--- config.mk ---
export PLATFORM = sky130hd
export DESIGN_NAME = mux4_rr_arbiter
export DESIGN_NICKNAME = d
export VERILOG_FILES = /design/src/rtl/mux_arb_pkg.sv /design/src/rtl/rr_pick.sv /design/src/rtl/mux4_rr_arbiter.sv
export SDC_FILE = /design/constraint.sdc
export NUM_CORES = 1
export LEC_CHECK = 0
export ABC_AREA = 1
export CORE_MARGIN = 4
export CORE_UTILIZATION = 49
export DETAILED_ROUTE_END_ITERATION = 8
export GPL_TIMING_DRIVEN = 0
export PLACE_DENSITY_LB_ADDON = 0.08
export SYNTH_ARGS = -nofsm -noshare
export SYNTH_HDL_FRONTEND = slang
export SYNTH_HIERARCHICAL = 1
export SYNTH_SLANG_ARGS = --single-unit
--- constraint.sdc ---
create_clock -name clk_i -period 2.6 [get_ports clk_i]
set_input_delay 0.52 -clock clk_i [delete_from_list [all_inputs] [get_ports clk_i]]
set_output_delay 0.52 -clock clk_i [all_outputs]
set_load 0.05 [all_outputs]
--- src/rtl/mux_arb_pkg.sv ---
// ============================================================================
//  Module      : mux_arb_pkg
//  Description : Shared types and helpers for the 4-to-1 round-robin mux
//                arbiter: FSM state encoding, requester count, select width,
//                and an index-to-one-hot helper.
//  Revision    : 1.0 - initial release
// ============================================================================
`default_nettype none

package mux_arb_pkg;

  typedef enum logic {
    ST_IDLE = 1'b0,
    ST_OWN  = 1'b1
  } state_t;

  localparam int NUM_REQ = 4;
  localparam int SEL_W   = 2;

  // Turns a requester index into its one-hot grant vector.
  function automatic logic [NUM_REQ-1:0] idx2onehot(input logic [SEL_W-1:0] idx);
    logic [NUM_REQ-1:0] oh;
    oh      = '0;
    oh[idx] = 1'b1;
    return oh;
  endfunction

endpackage

`default_nettype wire

--- src/rtl/rr_pick.sv ---
// ============================================================================
//  Module      : rr_pick
//  Description : Combinational rotate-priority encoder. Returns the first set
//                request bit scanning ptr_i, ptr_i+1, ... (mod 4).
//                Optional macro PRIO0_EN adds prio0_i: when high, a set
//                req_i[0] wins regardless of the rotation pointer.
//  Ports       : req_i  [3:0] request vector
//                ptr_i  [1:0] rotation start index
//                prio0_i      (PRIO0_EN only) source 0 urgent
//                idx_o  [1:0] chosen index (meaningful when any_o)
//                any_o        at least one request set
//  Revision    : 1.0 - initial release
// ============================================================================
`default_nettype none

module rr_pick
  import mux_arb_pkg::*;
(
  input  logic [NUM_REQ-1:0] req_i,
  input  logic [SEL_W-1:0]   ptr_i,
`ifdef PRIO0_EN
  input  logic               prio0_i,
`endif
  output logic [SEL_W-1:0]   idx_o,
  output logic               any_o
);

  logic [SEL_W-1:0] w_cand;

  always_comb begin
    idx_o  = ptr_i;
    any_o  = |req_i;
    w_cand = ptr_i;
    // Scan from the farthest candidate back to ptr_i so the nearest set
    // request (in rotation order) is the last one written.
    for (int k = NUM_REQ - 1; k >= 0; k--) begin
      w_cand = ptr_i + SEL_W'(k);
      if (req_i[w_cand]) begin
        idx_o = w_cand;
      end
    end
`ifdef PRIO0_EN
    if (prio0_i && req_i[0]) begin
      idx_o = '0;
    end
`endif
  end

endmodule

`default_nettype wire

--- src/rtl/mux4_rr_arbiter.sv ---
// ============================================================================
//  Module      : mux4_rr_arbiter
//  Description : Round-robin scheduler sharing one 4-to-1 mux channel among
//                four requesters, with a per-owner burst limit. Registers the
//                selected data bit onto y_o, qualified by valid_o.
//                Optional macro PRIO0_EN: source 0 wins every arbitration
//                point (never preempts an ongoing burst).
//  Ports       : clk_i        clock, rising edge
//                rst_i        asynchronous active-high reset
//                req_i  [3:0] requests
//                d0_i..d3_i   data bit per source
//                gnt_o  [3:0] registered one-hot grant, zero when idle
//                s0_o, s1_o   registered mux select, {s1,s0} = owner
//                y_o          registered selected data bit
//                valid_o      y_o carries owner data
//  Revision    : 1.0 - initial release
// ============================================================================
`default_nettype none

module mux4_rr_arbiter
  import mux_arb_pkg::*;
#(
  parameter int BURST_MAX = 4,
  parameter int CNT_W     = 3
) (
  input  logic               clk_i,
  input  logic               rst_i,
  input  logic [NUM_REQ-1:0] req_i,
  input  logic               d0_i,
  input  logic               d1_i,
  input  logic               d2_i,
  input  logic               d3_i,
  output logic [NUM_REQ-1:0] gnt_o,
  output logic               s0_o,
  output logic               s1_o,
  output logic               y_o,
  output logic               valid_o
);

  localparam logic [CNT_W-1:0] BURST_LIM = CNT_W'(BURST_MAX);

  state_t               state_q, state_d;
  logic [SEL_W-1:0]     owner_q, owner_d;
  logic [SEL_W-1:0]     ptr_q,   ptr_d;
  logic [CNT_W-1:0]     cnt_q,   cnt_d;
  logic [NUM_REQ-1:0]   gnt_q,   gnt_d;
  logic                 y_q,     y_d;
  logic                 valid_q, valid_d;

  logic [NUM_REQ-1:0]   w_d;
  logic [SEL_W-1:0]     w_pick_ptr;
  logic [SEL_W-1:0]     w_pick_idx;
  logic                 w_pick_any;
  logic                 w_owner_req;
  logic                 w_release;

  assign w_d         = {d3_i, d2_i, d1_i, d0_i};
  assign w_owner_req = req_i[owner_q];
  assign w_release   = !w_owner_req || (cnt_q == BURST_LIM);

  // While owning, the only use of the picker is at release, where the scan
  // must start at the pointer the release is about to write (owner+1).
  assign w_pick_ptr  = (state_q == ST_OWN) ? owner_q + SEL_W'(1) : ptr_q;

  rr_pick u_pick (
    .req_i   (req_i),
    .ptr_i   (w_pick_ptr),
`ifdef PRIO0_EN
    .prio0_i (1'b1),
`endif
    .idx_o   (w_pick_idx),
    .any_o   (w_pick_any)
  );

  always_comb begin
    state_d = state_q;
    owner_d = owner_q;
    ptr_d   = ptr_q;
    cnt_d   = cnt_q;
    gnt_d   = gnt_q;
    y_d     = 1'b0;
    valid_d = 1'b0;

    if (state_q == ST_IDLE) begin
      if (w_pick_any) begin
        state_d = ST_OWN;
        owner_d = w_pick_idx;
        gnt_d   = idx2onehot(w_pick_idx);
        cnt_d   = CNT_W'(1);
      end
    end else begin
      // Data is only captured while the owner still requests; an owner that
      // drops its request gets no sample at the edge it is released.
      if (w_owner_req) begin
        y_d     = w_d[owner_q];
        valid_d = 1'b1;
      end
      if (w_release) begin
        ptr_d = owner_q + SEL_W'(1);
        if (w_pick_any) begin
          owner_d = w_pick_idx;
          gnt_d   = idx2onehot(w_pick_idx);
          cnt_d   = CNT_W'(1);
        end else begin
          // Select lines keep the last owner while idle.
          state_d = ST_IDLE;
          gnt_d   = '0;
          cnt_d   = '0;
        end
      end else begin
        cnt_d = cnt_q + CNT_W'(1);
      end
    end
  end

  always_ff @(posedge clk_i or posedge rst_i) begin
    if (rst_i) begin
      state_q <= ST_IDLE;
      owner_q <= '0;
      ptr_q   <= '0;
      cnt_q   <= '0;
      gnt_q   <= '0;
      y_q     <= 1'b0;
      valid_q <= 1'b0;
    end else begin
      state_q <= state_d;
      owner_q <= owner_d;
      ptr_q   <= ptr_d;
      cnt_q   <= cnt_d;
      gnt_q   <= gnt_d;
      y_q     <= y_d;
      valid_q <= valid_d;
    end
  end

  assign gnt_o      = gnt_q;
  assign {s1_o, s0_o} = owner_q;
  assign y_o        = y_q;
  assign valid_o    = valid_q;

endmodule

`default_nettype wire

Yosys cells after proc, flatten, opt, wreduce, memory -nomap -nowiden
Cells that the tools add are included.
{"block": "op_classes", "n_addsub": 5, "mul": 0, "n_div": 0, "n_lt_le_gt_ge": 7, "eq_ne": 2, "n_shift": 0, "n_mux": 37, "bitwise": 0, "n_reduce_logical": 7}
{"operator": "2-bit by 3-bit < comparator with 1-bit output (second input constant)", "count": 6}
{"operator": "2-bit 2-to-1 mux", "count": 8}
{"operator": "4-bit 2-to-1 mux", "count": 4}
{"operator": "1-bit 2-to-1 mux", "count": 15}
{"operator": "1-bit binary-select mux with 2-bit select", "count": 6}
{"operator": "3-bit 2-to-1 mux", "count": 3}
{"operator": "2-bit by 1-bit adder with 2-bit output (second input constant)", "count": 2}
{"operator": "2-bit adder (second input constant)", "count": 2}
{"operator": "2-bit AND reduction", "count": 2}
{"operator": "4-bit OR reduction", "count": 1}
{"operator": "3-bit by 1-bit adder with 3-bit output (second input constant)", "count": 1}
{"operator": "3-bit equality test (second input constant)", "count": 1}
{"operator": "1-bit demux with 2-bit select", "count": 1}
{"operator": "2-bit by 1-bit greater-or-equal comparator with 1-bit output (second input constant)", "count": 1}
{"operator": "2-bit by 1-bit != test with 1-bit output (second input constant)", "count": 1}
{"operator": "2-bit nonzero test", "count": 1}
{"operator": "1-bit logical AND", "count": 1}
{"operator": "1-bit logical NOT", "count": 1}
{"operator": "1-bit logical OR", "count": 1}
{"block": "word_totals", "reg_bits": 14, "latchBits": 0, "ram_bits": 0, "romBits": 0, "in_bits": 10, "output_inout_bits": 8, "n_memories": 0}

Depth between registers and ports, before layout
{"block": "logic_depth", "ltp_word": 16, "mapped_depth": 20}

Cells and area by module
Netlist, hierarchy kept.
{"module": "mux4_rr_arbiter", "instances": 1, "cells_each": 99, "area_each_um2": 765.7}
{"module": "rr_pick", "instances": 1, "cells_each": 50, "area_each_um2": 217.7}

Worst setup path before layout
Ideal clock, no wire load.
{"block": "synth_path", "kind": "register -> register", "from": "register owner_q[0]", "to": "register gnt_q[1], in the netlist gnt_o[1]", "arrival_ps": 2121, "required_time_ps": 2535, "slack_ps": 414, "stages_incl_launch_ff": 19, "path_buffers": 1, "period_less_slack_ps": 2186, "path_cell_list": "dfrtp_1 -> buf_6 -> xor2_1 -> nand2_1 -> nand2_1 -> inv_2 -> nand2_1 -> nand2_1 -> nand2_1 -> nand2_1 -> nand2_1 -> nand2_1 -> nand2_1 -> nand2_1 -> nand2_1 -> inv_1 -> a211oi_1 -> nand3_1 -> nand2_1"}
{"block": "synth_between", "elab_chain_cells": 16, "elab_cells_between_ends": 32, "cone_classes": "4 x add/sub; 2 x order compare; 1 x eq/ne; 21 x mux; 4 x reduce/logical"}
{"item": "start, declared", "line_no": "mux4_rr_arbiter.sv:43", "source": "logic [SEL_W-1:0] owner_q, owner_d;"}
{"item": "start signal, assigned", "line_no": "mux4_rr_arbiter.sv:127", "source": "owner_q <= owner_d;"}
{"item": "2-bit by 1-bit adder with 2-bit output *", "line_no": "mux4_rr_arbiter.sv:63", "source": "assign w_pick_ptr = (state_q == ST_OWN) ? owner_q + SEL_W'(1) : ptr_q;"}
{"item": "2-bit 2-to-1 mux *", "line_no": "mux4_rr_arbiter.sv:63"}
{"item": "named net w_pick_ptr[1]", "line_no": "mux4_rr_arbiter.sv:51", "source": "logic [SEL_W-1:0] w_pick_ptr;"}
{"item": "2-bit adder", "line_no": "rr_pick.sv:37", "source": "w_cand = ptr_i + SEL_W'(k);"}
{"item": "1-bit binary-select mux with 2-bit select", "line_no": "rr_pick.sv:38", "source": "if (req_i[w_cand]) begin"}
{"item": "1-bit 2-to-1 mux (not written as such)", "line_no": "rr_pick.sv:38"}
{"item": "2-bit 2-to-1 mux (3 in a row)", "line_no": "rr_pick.sv:38"}
{"item": "2-bit 2-to-1 mux *", "line_no": "rr_pick.sv:38"}
{"item": "named net w_pick_idx[0]", "line_no": "mux4_rr_arbiter.sv:52", "source": "logic [SEL_W-1:0] w_pick_idx;"}
{"item": "2-bit by 3-bit < comparator with 1-bit output (not written as such) / 2-bit by 1-bit greater-or-equal comparator with 1-bit output (equally long branches)", "line_no": "mux_arb_pkg.sv:24", "source": "oh[idx] = 1'b1;"}
{"item": "1-bit logical AND (not written as such)", "line_no": "mux_arb_pkg.sv:24"}
{"item": "1-bit 2-to-1 mux (not written as such)", "line_no": "mux_arb_pkg.sv:24"}
{"item": "1-bit demux with 2-bit select *", "line_no": "mux_arb_pkg.sv:24"}
{"item": "4-bit 2-to-1 mux", "line_no": "mux4_rr_arbiter.sv:100", "source": "if (w_pick_any) begin"}
{"item": "4-bit 2-to-1 mux", "line_no": "mux4_rr_arbiter.sv:98", "source": "if (w_release) begin"}
{"item": "4-bit 2-to-1 mux *", "line_no": "mux4_rr_arbiter.sv:84", "source": "if (state_q == ST_IDLE) begin"}
{"item": "end signal, assigned", "line_no": "mux4_rr_arbiter.sv:130", "source": "gnt_q <= gnt_d;"}
{"item": "end, declared", "line_no": "mux4_rr_arbiter.sv:46", "source": "logic [NUM_REQ-1:0] gnt_q, gnt_d;"}
The timed path passes the listed nets; every way through them passes the cells marked *. The select of a mux whose other input is x is not followed.
A chain may end at the register's enable or synchronous reset.

Worst setup path after layout
{"block": "layout_path", "from": "register state_q", "to": "register gnt_q[1], in the netlist gnt_o[1]"}
{"block": "layout_between", "elab_chain_cells": 15, "elab_cells_between_ends": 28, "cone_classes": "3 x add/sub; 2 x order compare; 1 x eq/ne; 19 x mux; 3 x reduce/logical"}
{"item": "start, declared", "line_no": "mux4_rr_arbiter.sv:42", "source": "state_t state_q, state_d;"}
{"item": "start signal, assigned", "line_no": "mux4_rr_arbiter.sv:126", "source": "state_q <= state_d;"}
{"item": "2-bit 2-to-1 mux *", "line_no": "mux4_rr_arbiter.sv:63"}
{"item": "named net w_pick_ptr[0]", "line_no": "mux4_rr_arbiter.sv:51"}
{"item": "2-bit adder", "line_no": "rr_pick.sv:37"}
{"item": "1-bit binary-select mux with 2-bit select", "line_no": "rr_pick.sv:38"}
{"item": "1-bit 2-to-1 mux (not written as such)", "line_no": "rr_pick.sv:38"}
{"item": "2-bit 2-to-1 mux (3 in a row)", "line_no": "rr_pick.sv:38"}
{"item": "2-bit 2-to-1 mux *", "line_no": "rr_pick.sv:38"}
{"item": "named net w_pick_idx[0]", "line_no": "mux4_rr_arbiter.sv:52"}
{"item": "2-bit by 3-bit < comparator with 1-bit output (not written as such) / 2-bit by 1-bit greater-or-equal comparator with 1-bit output (equally long branches)", "line_no": "mux_arb_pkg.sv:24"}
{"item": "1-bit logical AND (not written as such)", "line_no": "mux_arb_pkg.sv:24"}
{"item": "1-bit 2-to-1 mux (not written as such)", "line_no": "mux_arb_pkg.sv:24"}
{"item": "1-bit demux with 2-bit select *", "line_no": "mux_arb_pkg.sv:24"}
{"item": "4-bit 2-to-1 mux", "line_no": "mux4_rr_arbiter.sv:100"}
{"item": "4-bit 2-to-1 mux", "line_no": "mux4_rr_arbiter.sv:98"}
{"item": "4-bit 2-to-1 mux *", "line_no": "mux4_rr_arbiter.sv:84"}
Marks and branches as above.

==> results.sh <==
export IMPL_outcome="finished clean"
export IMPL_io_buffers=17
export IMPL_drt_total_wl_um=2080
export IMPL_synth_area_leaders="dfrtp_1 (36%), nand2_1 (24%), nand3_1 (7.6%)"
export IMPL_hold_class="register to register"
export IMPL_grt_pass1_vias=914
export IMPL_start_util_pct=54.0
export IMPL_antenna_found_initial=0
export IMPL_fin_crit_ns=2.27
export IMPL_rows=15
export IMPL_layout_commonest_cell="nand2_1"
export IMPL_synth_distinct_cells=21
export IMPL_first_iter_violations=17
export IMPL_tightest_slew_ns=0.521
export IMPL_highest_signal_layer="met4"
export IMPL_synth_yosys_seq_area_share_pct=35.6
export IMPL_maxCapViolations=0
export IMPL_coreArea_mm2=0.00182
export IMPL_hold_viol=0
export IMPL_wl_met2_um=981
export IMPL_setup_viol=0
export IMPL_fin_ws_ns=0.329
export IMPL_dr_wl_met3_um=92
export IMPL_grt_pass1_wl_um=3770
export IMPL_cts_setup_buffers=0
export IMPL_fillers=173
export IMPL_io_pin_count=18
export IMPL_mostFrequentLayoutCells="nand2_1 (62), inv_1 (19), clkdlybuf4s50_1 (17)"
export IMPL_syn2layout_area_growth_pct=22.8
export IMPL_gp_congestion=0.819
export IMPL_clk_latency_ns=0.28
export IMPL_root_buffer="clkbuf_4"
export IMPL_final_antenna_net_count=0
export IMPL_fin_area_mm2=0.00121
export IMPL_seq_area_um2=350
export IMPL_fp_dieH_um=52.8
export IMPL_synth_seq_cells=14
export IMPL_avgRoutedWirePerCell_um=10.7
export IMPL_cts_tree="done"
export IMPL_clock_sinks=14
export IMPL_fin_skew_ns=0.00701
export IMPL_max_freq_mhz=440
export IMPL_drv_slew=0
export IMPL_multi_input_area_um2=499
export IMPL_wl_met1_um=965
export IMPL_via_count=936
export IMPL_diodes=0
export IMPL_grt_ovfl_total=0
export IMPL_pre_cts_ws_ns=0.376
export IMPL_synth_nets=161
export IMPL_nets=183
export IMPL_cts_clk_slew_worst_paths_ns=0.08
export IMPL_track_usage_pct=18.8
export IMPL_drc_errors=0
export IMPL_synth_top_cell_by_area="dfrtp_1"
export IMPL_cp_arrival_ns=2.50
export IMPL_dr_pass1_iters=4
export IMPL_cts_made_buffers=3
export IMPL_final_util_pct=66.3
export IMPL_via_per_inst=4.82
export IMPL_cp_end_kind="register"
export IMPL_grt_max_degree=15
export IMPL_cp_data_required_time_ns=2.83
export IMPL_yosys_warnings=6
export IMPL_rsz0062_at_grt="no"
export IMPL_post_synth_cell_area_avg_um2=6.60
export IMPL_period_share_pct=87.3
export IMPL_yosysTopAreaCellShare_pct=35.6
export IMPL_start_kind="register"
export IMPL_ctsResizeCount=0
export IMPL_die_area_mm2=0.00279
export IMPL_syn_inst=149
export IMPL_syn_area_um2=983
export IMPL_fin_tns_setup_ns=0
export IMPL_cts_buffer_depth=2
export IMPL_crit_type="register to register"
export IMPL_worstPathMaxFanout=10
export IMPL_dp_hpwl_um=1650
export IMPL_dieWidth_um=52.8
export IMPL_cts_max_level=1
export IMPL_dpl_instance_area_mm2=0.00118
export IMPL_ctsHoldBuffers=0
export IMPL_drive_above_1_share_pct=10.7
export IMPL_relSlewSlack_pct=65.2
layer usage:
| layer | GRT usage, % | vias to the layer above |
|---|---|---|
| met1 | 22.8 | 408 |
| met2 | 30.0 | 21 |
| li1 | - | 502 |
| met5 | 0 | - |
| met3 | 5.41 | 5 |
| met4 | 9.36 | 0 |
state kept, by name, indices dropped and copies added (netlist names):
name     count
gnt_o        4
state_q      1
owner_q      2
valid_o      1
y_o          1
ptr_q        2
cnt_q        3
area by class of cell:
type	count	share of cell area, %
multi-input cells	107	41.3
flip-flops and latches	14	29.0
repair buffers	17	14.1
inverters	24	7.88
plain buffers	4	3.21
well taps	25	2.59
clock buffers	3	1.87
synthesized netlist by cell type:
master	n
a21oi_1	4
xor2_1	1
inv_6	1
o22ai_1	1
nand2_4	1
o21ai_1	2
nand2_1	62
buf_2	1
inv_1	19
ha_1	2
dfrtp_1	14
nand3_2	2
inv_2	4
nand3_1	15
nand4_1	2
o21ai_0	4
buf_6	3
nor2_1	6
a211oi_1	1
xnor2_1	1
nand2_2	3
metrics by stage:
stage,std cells,hold slack [ns]
finish,194,0.474
global route,194,0.512
CTS,194,0.479
detailed placement,191,0.463
global placement,191,0.456
floorplan,149,0.409
cell families (layout without fill, tap and decap cells):
family                   after synthesis  after routing  share of synthesized area (%)
AND/OR/NAND/NOR                       91             91                           39.9
buffers and inverters                 28             48                           13.6
flip-flops                            14             14                           35.6
AO/OA/AOI/OAI                         12             12                           6.49
adder cells (fa/ha/maj)                2              2                           2.54
XOR/XNOR                               2              2                           1.78
final timing paths:
check | to | start | slack, ns | cells past startpoint
worst max-delay path | gnt_o[1] | state_q | 0.33 | 18
min in group asynchronous | cnt_q[1] | rst_i | 0.56 | 2
worst max register to register | gnt_o[1] | state_q | 0.33 | 18
worst min-delay path | gnt_o[2] | gnt_o[2] | 0.47 | 2
max in group asynchronous | y_o | rst_i | 1.69 | 2
worst min register to register | gnt_o[2] | gnt_o[2] | 0.47 | 2
worst max-delay path, cell delays in order (launching register included):
cell and delay, ns:
dfrtp_1 0.36, buf_2 0.21, inv_1 0.09, o21ai_0 0.21, buf_6 0.18, inv_6 0.05, nand2_1 0.06, nand2_2 0.06
nand2_1 0.10, nand2_1 0.06, inv_1 0.05, nand2_1 0.06, nand2_1 0.06, nand2_1 0.05, nand2_1 0.11, inv_1 0.07
a211oi_1 0.25, nand3_1 0.11, nand2_1 0.07
Power is not shown: default switching activity piles up to over one toggle a cycle in this logic, so the estimate is an artifact.
